`src/rtl/pal_config_loader.sv`:
```
// pal_config_loader
// -----------------
// Loads a new select table for a PAL-style OR array, one entry per beat, into
// a shadow table. The active table (sel_flat) is replaced in one step only
// after a complete, fully legal table has been received. A table with any
// out-of-range entry is dropped and flagged on err.
//
// Parameters
//   NUM_INPUTS : number of OR-array inputs; a select value v is legal iff
//                v <= NUM_INPUTS (0 means "no term")
//   SIZE       : number of OR-array outputs = number of table entries
//   SEL_W      : width of one select entry
//
// Ports
//   clk        : clock, all state changes on the rising edge
//   rst        : asynchronous active-high reset
//   start      : begin loading a new table (honoured in IDLE only)
//   abort      : cancel an in-progress load (honoured in LOAD only)
//   wr_valid   : wr_data holds a valid entry
//   wr_data    : next entry, in index order 0..SIZE-1
//   wr_ready   : loader accepts an entry this cycle (high in LOAD only)
//   sel_flat   : active table, entry i at sel_flat[i*SEL_W +: SEL_W]
//   cfg_valid  : active table holds a committed configuration
//   busy       : high in LOAD and COMMIT
//   err        : sticky, the last load was rejected
module pal_config_loader #(
  parameter int NUM_INPUTS = 3,
  parameter int SIZE       = 4,
  parameter int SEL_W      = 3
) (
  input  logic                  clk,
  input  logic                  rst,
  input  logic                  start,
  input  logic                  abort,
  input  logic                  wr_valid,
  input  logic [SEL_W-1:0]      wr_data,
  output logic                  wr_ready,
  output logic [SIZE*SEL_W-1:0] sel_flat,
  output logic                  cfg_valid,
  output logic                  busy,
  output logic                  err
);

  localparam int              IDX_W    = (SIZE > 1) ? $clog2(SIZE) : 1;
  localparam logic [IDX_W-1:0] LAST_IDX = IDX_W'(SIZE - 1);
  localparam logic [31:0]     MAX_SEL  = 32'(NUM_INPUTS);

  typedef enum logic [1:0] {
    IDLE,
    LOAD,
    COMMIT
  } state_t;

  state_t           state;
  logic [IDX_W-1:0] index;
  logic             err_pend;
  logic [SEL_W-1:0] shadow [SIZE];
  logic             illegal;

  // An entry is out of range when it names an input beyond NUM_INPUTS. The
  // compare is done at 32 bits so the parameter is never truncated.
  assign illegal = (32'(wr_data) > MAX_SEL);

  // Single-process controller. wr_ready and busy are registered alongside the
  // state so they always match it exactly. The active table is only ever
  // written in COMMIT with no pending error, so sel_flat never shows a
  // partially loaded table. An illegal entry is still stored and counted so
  // the beat count stays aligned with the sender; it just poisons the commit.
  always_ff @(posedge clk or posedge rst) begin
    if (rst) begin
      state     <= IDLE;
      index     <= '0;
      err_pend  <= 1'b0;
      sel_flat  <= '0;
      cfg_valid <= 1'b0;
      err       <= 1'b0;
      busy      <= 1'b0;
      wr_ready  <= 1'b0;
      for (int i = 0; i < SIZE; i++) begin
        shadow[i] <= '0;
      end
    end else begin
      case (state)
        IDLE: begin
          if (start) begin
            state    <= LOAD;
            index    <= '0;
            err_pend <= 1'b0;
            err      <= 1'b0;
            wr_ready <= 1'b1;
            busy     <= 1'b1;
          end
        end

        LOAD: begin
          // abort wins over a beat offered in the same cycle
          if (abort) begin
            state    <= IDLE;
            index    <= '0;
            err_pend <= 1'b0;
            wr_ready <= 1'b0;
            busy     <= 1'b0;
            for (int i = 0; i < SIZE; i++) begin
              shadow[i] <= '0;
            end
          end else if (wr_valid && wr_ready) begin
            shadow[index] <= wr_data;
            if (illegal) begin
              err_pend <= 1'b1;
            end
            // the last entry always forces COMMIT, so index never wraps
            if (index == LAST_IDX) begin
              index    <= '0;
              state    <= COMMIT;
              wr_ready <= 1'b0;
            end else begin
              index <= index + 1'b1;
            end
          end
        end

        COMMIT: begin
          if (!err_pend) begin
            for (int i = 0; i < SIZE; i++) begin
              sel_flat[i*SEL_W +: SEL_W] <= shadow[i];
            end
            cfg_valid <= 1'b1;
            err       <= 1'b0;
          end else begin
            err <= 1'b1;
          end
          err_pend <= 1'b0;
          state    <= IDLE;
          busy     <= 1'b0;
          wr_ready <= 1'b0;
        end

        default: begin
          state    <= IDLE;
          index    <= '0;
          err_pend <= 1'b0;
          busy     <= 1'b0;
          wr_ready <= 1'b0;
        end
      endcase
    end
  end

endmodule

```
`config.mk`:
```
export PLATFORM = sky130hd
export DESIGN_NAME = pal_config_loader
export DESIGN_NICKNAME = d
export VERILOG_FILES = /design/src/rtl/pal_config_loader.sv
export SDC_FILE = /design/constraint.sdc
export NUM_CORES = 1
export LEC_CHECK = 0
export ABC_AREA = 1
export CELL_PAD_IN_SITES_DETAIL_PLACEMENT = 2
export CELL_PAD_IN_SITES_GLOBAL_PLACEMENT = 2
export CORE_UTILIZATION = 31
export DETAILED_ROUTE_END_ITERATION = 12
export GPL_TIMING_DRIVEN = 0
export PLACE_DENSITY_LB_ADDON = 0.1
export SYNTH_ARGS = -nofsm -noshare
export SYNTH_HDL_FRONTEND = slang
export SYNTH_SLANG_ARGS = --single-unit
```
`constraint.sdc`:
```
create_clock -name clk -period 1.2 [get_ports clk]
set_input_delay 0.36 -clock clk [delete_from_list [all_inputs] [get_ports clk]]
set_output_delay 0.36 -clock clk [all_outputs]
set_load 0.02 [all_outputs]
```
==> results_dict.tcl, run 1 <==
set metrics [dict create \
    wirelength_mm 4.06 \
    max-cap-violations 0 \
    via_count 1275 \
    rsz0062_at_grt "true" \
    grt_pass1_wl_mm 6.76 \
    numCtsBuffers 5 \
    critPathKind "reg2out" \
    synthArstFlopShare_pct 100 \
    yosys_warnings 0 \
    drt_first_pass_iters 8 \
    gp_congestion 0.761 \
    drc 2 \
    initial_core_util_pct 33.0 \
    clk_latency_ps 280 \
    place_inst 240 \
    grt-ovfl-total 0 \
    synth_cell_types 20 \
    fp.dieH_um 71.0 \
    core-area_um2 4470 \
    rr_startpoint "index[1]$_DFFE_PP0P_" \
    slowest_delay_ps 450 \
    rows 24 \
    cellPowerDensity_nw_per_um2 2170 \
    worstHoldPathCells 3 \
    worstMarginPinSlew_ps 712 \
    holdBufCountCts 0 \
    min_period_over_period_pct 103 \
    drive_gt1_share_pct 29.8 \
    hold_end "busy$_DFFE_PP0P_" \
    rr_endpoint "index[1]$_DFFE_PP0P_" \
    synth_ff_type "dfrtp_1" \
    r2r_cells 6 \
    cp-start-kind "register" \
    setup_ws_ps -37.5 \
    yosysSeqAreaShare_pct 54.2 \
    cts_tree "built" \
    timing.fmax_ghz 0.808 \
    stdcell_count 260 \
    ff2ff_setup_slack_ps 10 \
    met2_usage_pct 29.1 \
    worstPathMaxFanout 4 \
    peakVddDrop_mv 0.842 \
    critPathBufInv 1 \
    violations "DRC, setup timing" \
    synth-seq-cells 32 \
    grtUsageMet3_pct 4.84 \
    yosys.area.top_type "dfrtp_1" \
    die_x_um 71.0 \
    drv_slew 0 \
    io_pins 24 \
    portBuffers 22 \
    syn_inst 166 \
    critPathSlowestCell "dfrtp_2" \
    vias_per_cell 4.90 \
    antenna_cells 0 \
    hold_viol_final 0 \
    grt_use_met1_pct 22.3 \
    endpoint_kind "primary output" \
    grt_max_degree 33 \
    wl_per_cell_um 15.6 \
    p_leak_nw 0.990 \
    grt_most_used_layer "met2" \
    synth.avg_cell_area_um2 8.89 \
    crit_required_ps 840 \
    relSlewSlack_pct 52.5 \
    area_growth_pct 34.2 \
    synth.net_count 178 \
    die_area_um2 5040 \
    dr.first_iter.drc_count 53 \
    crit_chain "buf_6" \
    cts.sinks 32 \
    synth_edf_count 0 \
    h-tree-depth 2 \
    arrival_ps 880 \
    synth_area_um2 1480 \
    ant_nets 0 \
    synthTopCellsByArea "dfrtp_1 (54%), nand2_1 (13%), nand4_1 (6.4%)" \
    period_needed_ps 1240 \
    status "finished with violations" \
    cts-root-buf "clkbuf_8" \
    antenna_found_initial 0 \
    worstHoldStart "start" \
    grt_usage_pct 17.4 \
    dp_hpwl_mm 2.81 \
    hold_class "in2reg" \
    grt_pass1_vias 1351 \
    critPathTopFamily "flip-flops" \
    synth_top_area_share_pct 54.2 \
    final.setup.tns_ps -37.5 \
    finClkSkew_ps 3.34 \
    clk_path_buf_depth 2 \
    num-nets-final 220 \
    setup_violations 1 \
    path_clk_slew_ps 60 \
]
## power breakdown
part | total [mW] | internal (mW) | switching (mW)
registers | 1.60 | 1.38 | 0.225
logic | 1.92 | 0.820 | 1.10
clock network | 0.775 | 0.394 | 0.381
## worst min-delay path: stages
cell and delay, ps:
dlymetal6s2s_1 130, nand2_1 110, nand2_1 80
## metrics by stage
stage	hold WS [ps]	utilization, %	setup slack (ps)	power [mW]	cell area, um2
floorplan	442	-	28.2	2.58	1480
global placement	446	39.4	-646	3.13	1760
finish	434	44.3	-37.5	4.30	1980
CTS	424	40.6	-83.6	4.00	1820
detailed placement	449	39.4	-735	3.22	1760
global route	453	44.3	-65.1	4.61	1980
## layout make-up
cell class / count / area (um2)
multi-input cells: 108 / 597
fillers: 503 / 2490
flip-flops and latches: 32 / 803
well taps: 52 / 65.1
plain buffers: 5 / 42.5
clock buffers: 6 / 72.6
repair buffers: 34 / 309
clock inverters: 1 / 5.00
inverters: 22 / 86.3
## worst max-delay path by stage
stage | slack [ps] | depth (start not counted) | to | start
after global routing | -70 | 1 | wr_ready | state[0]$_DFFE_PP0P_
after floorplan | 30 | 5 | sel_flat[10]$_DFFE_PP0P_ | state[0]$_DFFE_PP0P_
after global placement | -650 | 2 | sel_flat[7]$_DFFE_PP0P_ | rst
final | -40 | 1 | wr_ready | state[0]$_DFFE_PP0P_
after CTS | -80 | 1 | wr_ready | state[0]$_DFFE_PP0P_
after detailed placement | -730 | 2 | sel_flat[8]$_DFFE_PP0P_ | rst
## cell usage after synthesis, types with 2 or more instances
cell type,count
nand4_1,15
nand3_1,4
o21ai_1,14
nor2_1,6
dfrtp_1,32
o21ai_0,3
buf_6,2
ha_1,4
nand2_1,53
o21ai_2,2
inv_1,21
buf_2,2
## registers in the layout, indices dropped and copies added, names as in the netlist
signal,flops
err_pend,1
index,2
cfg_valid,1
sel_flat,12
state,2
shadow,12
busy,1
err,1
## cells by family (layout without fill, tap and decap cells)
kind of cell / after synthesis / count (layout) / share of synthesized area, %
flops: 32 / 32 / 54.2
fa+ha+maj: 4 / 4 / 3.39
simple gates: 84 / 85 / 27.1
buf+inv: 27 / 68 / 8.31
compound gates: 19 / 19 / 6.95
## timing repair
action / CTS / global route
cloned: 2 / 0
setup buffers: 3 / 8
setup endpoints to repair: 68 / 44
resized for setup: 70 / 39
pin swaps: 3 / 4
## per-layer routing
layer	vias up	routed length, um
met3	8	129
met2	19	2060
li1	617	-
met1	631	1800
met5	-	0
met4	0	61
## cells in the final DEF (no fill, tap or decap), drive strengths merged
cell / netlist / final
nor2: 9 / 10
ha: 4 / 4
clkinvlp: 0 / 1
clkbuf: 0 / 6
nand3: 5 / 5
dlygate4sd2: 0 / 1
inv: 22 / 21
clkinv: 0 / 1
clkdlybuf4s50: 0 / 4
buf: 5 / 33
dfrtp: 32 / 32
o21ai: 19 / 19
dlymetal6s2s: 0 / 1
nand4: 15 / 15
nand2: 55 / 55
Note: power is estimated with default switching activity, not from simulation.
==> inputs of run 2 (changes only) <==
--- a/config.mk
+++ b/config.mk
@@ -7,4 +7,5 @@
 export LEC_CHECK = 0
 export ABC_AREA = 1
+export ABC_CLOCK_PERIOD_IN_PS = 1200
 export CELL_PAD_IN_SITES_DETAIL_PLACEMENT = 2
 export CELL_PAD_IN_SITES_GLOBAL_PLACEMENT = 2
==> constraint.sdc (replaced) <==
create_clock -name clk -period 1.2 [get_ports clk]
set_input_delay 0.36 -clock clk [delete_from_list [all_inputs] [get_ports clk]]
set_output_delay 0.36 -clock clk [all_outputs]
set_load 0.1 [all_outputs]
==> run 2 against run 1 <==
  * The flow finishes with violations (setup timing)
  * Hold slack got worse by 12 ps
  * Fmax decreased by 7.7%
  * Die area unchanged
  * Combinational power increased by 91%
  * First-iteration DRC count decreased by 9.4%
  * Total power increased by 43%
  * Via count increased by 4.1%
  * Final cell count increased by 1.9%
  * Wire length increased by 16%
  * Clock power increased by 4.6%
  * Global-route usage increased by 1.1 points
  * Sequential power increased by 6%
==> results_dict.tcl, run 2 (synthesized netlist as in run 1, its figures left out) <==
set metrics [dict create \
    grtUsageMet3_pct 4.42 \
    layout.cells.most_common "nand2_1" \
    violations "setup timing" \
    cts_tree "built" \
    ant_nets 0 \
    area_growth_pct 51.8 \
    portBuffers 22 \
    hold_viol_final 0 \
    final.setup.tns_ps -2040 \
    timing.fmax_ghz 0.746 \
    hold_class "in2reg" \
    status "finished with violations" \
    fp.dieH_um 71.0 \
    num-nets-final 224 \
    crit_required_ps 840 \
    initial_core_util_pct 33.0 \
    relSlewSlack_pct 51.7 \
    core-area_um2 4470 \
    crit_path_start "state[0]$_DFFE_PP0P_" \
    worstHoldStart "abort" \
    pre_cts_slack_ps -880 \
    grt-ovfl-total 0 \
    path_clk_slew_ps 70 \
    clk_latency_ps 290 \
    dp_hpwl_mm 2.86 \
    ff2ff_setup_slack_ps -90 \
    finClkSkew_ps 5.42 \
    critPathTopFamily "flip-flops" \
    io_pins 24 \
    critPathSlowestCell "dfrtp_4" \
    cts-root-buf "clkbuf_8" \
    crit_path_end "wr_ready" \
    max-cap-violations 0 \
    wirelength_mm 4.72 \
    cts.sinks 32 \
    grt_most_used_layer "met2" \
    die_area_um2 5040 \
    fin_util_pct 50.1 \
    period_needed_ps 1340 \
    arrival_ps 980 \
    rsz0062_at_grt "true" \
    critPathKind "reg2out" \
    worstMarginPinSlew_ps 723 \
    crit_chain "buf_12" \
    rr_endpoint "sel_flat[10]$_DFFE_PP0P_" \
    drc 0 \
    numCtsBuffers 5 \
    p_leak_nw 1.06 \
    grt_pass1_wl_mm 7.07 \
    grt_use_met1_pct 22.1 \
    place_area_um2 1810 \
    drive_gt1_share_pct 39.0 \
    rows 24 \
    peakVddDrop_mv 1.39 \
    met2_usage_pct 32.7 \
    clk_path_buf_depth 2 \
    min_period_over_period_pct 112 \
    power_mw 6.15 \
    critPathBufInv 1 \
    antenna_cells 0 \
    worstHoldPathCells 4 \
    grt_usage_pct 18.6 \
    slowest_delay_ps 510 \
    die_x_um 71.0 \
    drv_slew 0 \
    path_depth 1 \
    antenna_found_initial 0 \
    cellPowerDensity_nw_per_um2 2750 \
    h-tree-depth 2 \
    rr_startpoint "state[0]$_DFFE_PP0P_" \
    cp-start-kind "register" \
    wl_per_cell_um 17.8 \
    grt_max_degree 33 \
    r2r_cells 6 \
    holdBufCountCts 0 \
    endpoint_kind "primary output" \
    drt_first_pass_iters 6 \
    vias_per_cell 5.01 \
    dr.first_iter.drc_count 48 \
    setup_violations 41 \
    fin_area_um2 2240 \
    grt_pass1_vias 1433 \
    worstPathMaxFanout 4 \
    setup_ws_ps -141 \
    reg_top3 "sel_flat (12), shadow (12)" \
    gp_congestion 0.723 \
    layout_common_cells "nand2_1 (52), inv_1 (19), dfrtp_2 (16)" \
    via_count 1327 \
]
==> run 2: how the worst min path moves through the flow <==
stage | to | slack [ps]
2_1_floorplan | err_pend$_DFFE_PP0P_ | 440
3_3_place_gp | cfg_valid$_DFFE_PP0P_ | 450
3_5_place_dp | cfg_valid$_DFFE_PP0P_ | 460
4_1_cts | state[1]$_DFFE_PP0P_ | 430
5_1_grt | state[1]$_DFFE_PP0P_ | 440
6_report | state[1]$_DFFE_PP0P_ | 420
==> run 2: tightest hold or removal path, stage by stage <==
cell and delay, ps:
buf_6 140, nor2_1 70, nand4_1 60, inv_1 40
==> run 2: stage by stage <==
step,std cells,hold slack (ps)
after floorplan,166,442
after global placement,240,452
after detailed placement,240,460
after CTS,254,429
after global routing,265,440
final,265,422
==> run 2: cell type report <==
class / instances / area, um2
well taps: 52 / 65.1
inverters: 22 / 91.3
fillers: 477 / 2230
clock inverters: 1 / 5.00
flip-flops and latches: 32 / 825
plain buffers: 5 / 53.8
repair buffers: 38 / 488
clock buffers: 7 / 76.3
multi-input cells: 108 / 637
==> run 2: repair_timing <==
item | CTS | global route
cloned | 1 | 1
endpoints found under the setup margin | 56 | 43
setup buffers | 5 | 10
pin swaps | 1 | 4
gates resized for setup | 130 | 28
==> run 2: per-layer routing <==
metal	vias up	share of wire (%)	routed length (um)
li1	622	-	-
met3	7	2.8	130
met1	675	42	1980
met4	0	1.3	60
met5	-	0	0
met2	23	54	2550
==> run 2: power breakdown <==
part / switching [mW] / internal (mW)
clock: 0.404 / 0.407
sequential: 0.271 / 1.41
combinational: 2.32 / 1.34
total: 2.99 / 3.16
==> inputs of run 3 (changes only) <==
- SKIP_LAST_GASP: default -> 1
==> run 3 against run 2 <==
  * The flow still finishes with violations (setup timing)
  * Final cell count up 1.1%
  * Hold slack worse by 1.9 ps
  * Clock-buffer cell count unchanged
  * Clock power up 3.8%
  * Fmax down 0.82%
  * Critical path type is now reg2reg
  * Critical endpoint is now sel_flat[11]$_DFFE_PP0P_
  * Largest cell class unchanged
==> results_dict.tcl, run 3 (synthesized netlist as in run 1, its figures left out) <==
set metrics [dict create \
    grt_pass1_vias 1450 \
    grt_pass1_wl_mm 7.15 \
    portBuffers 22 \
    fillerInstances 440 \
    rows 24 \
    cts-root-buf "clkbuf_8" \
    io_pins 24 \
    grt_usage_pct 18.8 \
    critPathBufInv 3 \
    die_area_um2 5040 \
    drt_first_pass_iters 6 \
    fp.dieH_um 71.0 \
    h-tree-depth 2 \
    cts.sinks 32 \
    ff2ff_setup_slack_ps -150 \
    timing.fmax_ghz 0.740 \
    place_inst 240 \
    crit_chain "buf_6 > inv_8 > nand3_4 > clkbuf_16 > nand2_1 > o21ai_1" \
    pre_cts_slack_ps -880 \
    cp-start-kind "register" \
    vias_per_cell 5.15 \
    grt-ovfl-total 0 \
    min_period_over_period_pct 113 \
    core-area_um2 4470 \
    ant_nets 0 \
    violations "setup timing" \
    via_count 1380 \
    antenna_found_initial 0 \
    slowest_delay_ps 510 \
    hold_viol_final 0 \
    gp_congestion 0.723 \
    path_depth 6 \
    dr.first_iter.drc_count 82 \
    period_needed_ps 1350 \
    finClkSkew_ps 8.16 \
    grt_max_degree 33 \
    dp_hpwl_mm 2.86 \
    endpoint_kind "register" \
    rr_endpoint "sel_flat[11]$_DFFE_PP0P_" \
    setup_ws_ps -152 \
    clk_latency_ps 300 \
    critPathSlowestCell "dfrtp_4" \
    crit_path_start "state[0]$_DFFE_PP0P_" \
    cts_tree "built" \
    clk_path_buf_depth 2 \
    initial_core_util_pct 33.0 \
    drc 0 \
    fin_util_pct 53.2 \
    crit_required_ps 1380 \
    arrival_ps 1530 \
    fin_hold_ws_ps 420 \
    rr_startpoint "state[0]$_DFFE_PP0P_" \
    numCtsBuffers 5 \
    stdcell_count 268 \
    peakVddDrop_mv 1.42 \
    die_x_um 71.0 \
    path_clk_slew_ps 70 \
    wl_per_cell_um 20.5 \
    p_leak_nw 1.12 \
    cellPowerDensity_nw_per_um2 2750 \
    hold_class "in2reg" \
    final.setup.tns_ps -2520 \
    reg_top3 "sel_flat (12), shadow (12)" \
    area_growth_pct 61.3 \
    worstPathMaxFanout 7 \
    r2r_cells 6 \
    max-cap-violations 0 \
    status "finished with violations" \
    rsz0062_at_grt "true" \
    num-nets-final 227 \
    crit_path_end "sel_flat[11]$_DFFE_PP0P_" \
    wirelength_mm 5.50 \
    layout.cells.most_common "nand2_1" \
    critPathTopFamily "flip-flops" \
    drive_gt1_share_pct 45.8 \
    antenna_cells 0 \
    critPathKind "reg2reg" \
    worstMarginPinSlew_ps 746 \
    setup_violations 41 \
    drv_slew 0 \
    relSlewSlack_pct 50.2 \
    layout_common_cells "nand2_1 (44), inv_1 (17), dfrtp_2 (16)" \
]
-- run 3: changes by cell type in the layout (fill, tap and decap cells not counted), moves of 2 or more --
cell	delta
nand2_1	-8
nand2_2	+4
nand2_4	+4
o21ai_1	-4
o21ai_2	+3
clkbuf_16	+2
inv_1	-2
inv_2	+2
-- run 3: power breakdown --
| group | switching (mW) | total, mW | internal (mW) |
|---|---|---|---|
| combinational | 2.46 | 3.98 | 1.52 |
| sequential | 0.319 | 1.73 | 1.41 |
| clock | 0.434 | 0.842 | 0.407 |
| total | 3.21 | 6.55 | 3.34 |
-- run 3: routing by layer --
metal  vias to the layer above  global-route usage, %  part of all wire (%)
met2                        27                   33.4                    55
li1                        630                      -                     -
met3                        10                   4.42                   2.8
met1                       713                   22.2                    41
met5                         -                      0                     0
met4                         0                   6.67                   1.9
-- run 3: how the worst min path moves through the flow --
stage                               start                     to  slack [ps]  depth (start not counted)
global placement    cfg_valid$_DFFE_PP0P_  cfg_valid$_DFFE_PP0P_         450                          2
detailed placement  cfg_valid$_DFFE_PP0P_  cfg_valid$_DFFE_PP0P_         460                          2
CTS                                 abort   state[1]$_DFFE_PP0P_         430                          4
finish                              abort   state[1]$_DFFE_PP0P_         420                          4
global route                        abort   state[1]$_DFFE_PP0P_         430                          4
floorplan            err_pend$_DFFE_PP0P_   err_pend$_DFFE_PP0P_         440                          2
-- run 3: worst min-delay path, stage by stage --
cell and delay, ps:
buf_6 140, nor2_1 70, nand4_1 60, inv_1 40
-- run 3: what timing repair did --
action / 4_1_cts / 5_1_grt
cloned: 1 / 3
gates resized for setup: 124 / 56
hold buffers: 0 / 0
endpoints found under the setup margin: 56 / 41
buffers inserted: 5 / 11
pin swaps: 1 / 7
-- run 3: cell type report --
| type | instances | area, um2 | area share, % |
|---|---|---|---|
| clock buffers | 7 | 76.3 | 3.21 |
| flip-flops and latches | 32 | 825 | 34.6 |
| clock inverters | 1 | 5.00 | 0.210 |
| plain buffers | 5 | 57.6 | 2.42 |
| repair buffers | 41 | 562 | 23.6 |
| inverters | 22 | 93.8 | 3.94 |
| well taps | 52 | 65.1 | 2.73 |
| multi-input cells | 108 | 697 | 29.3 |
-- run 3: per-stage QoR --
step / total power [mW] / area [um2]
floorplan: 3.68 / 1520
global placement: 4.23 / 1810
detailed placement: 4.34 / 1810
CTS: 5.45 / 2010
global route: 6.83 / 2380
finish: 6.55 / 2380
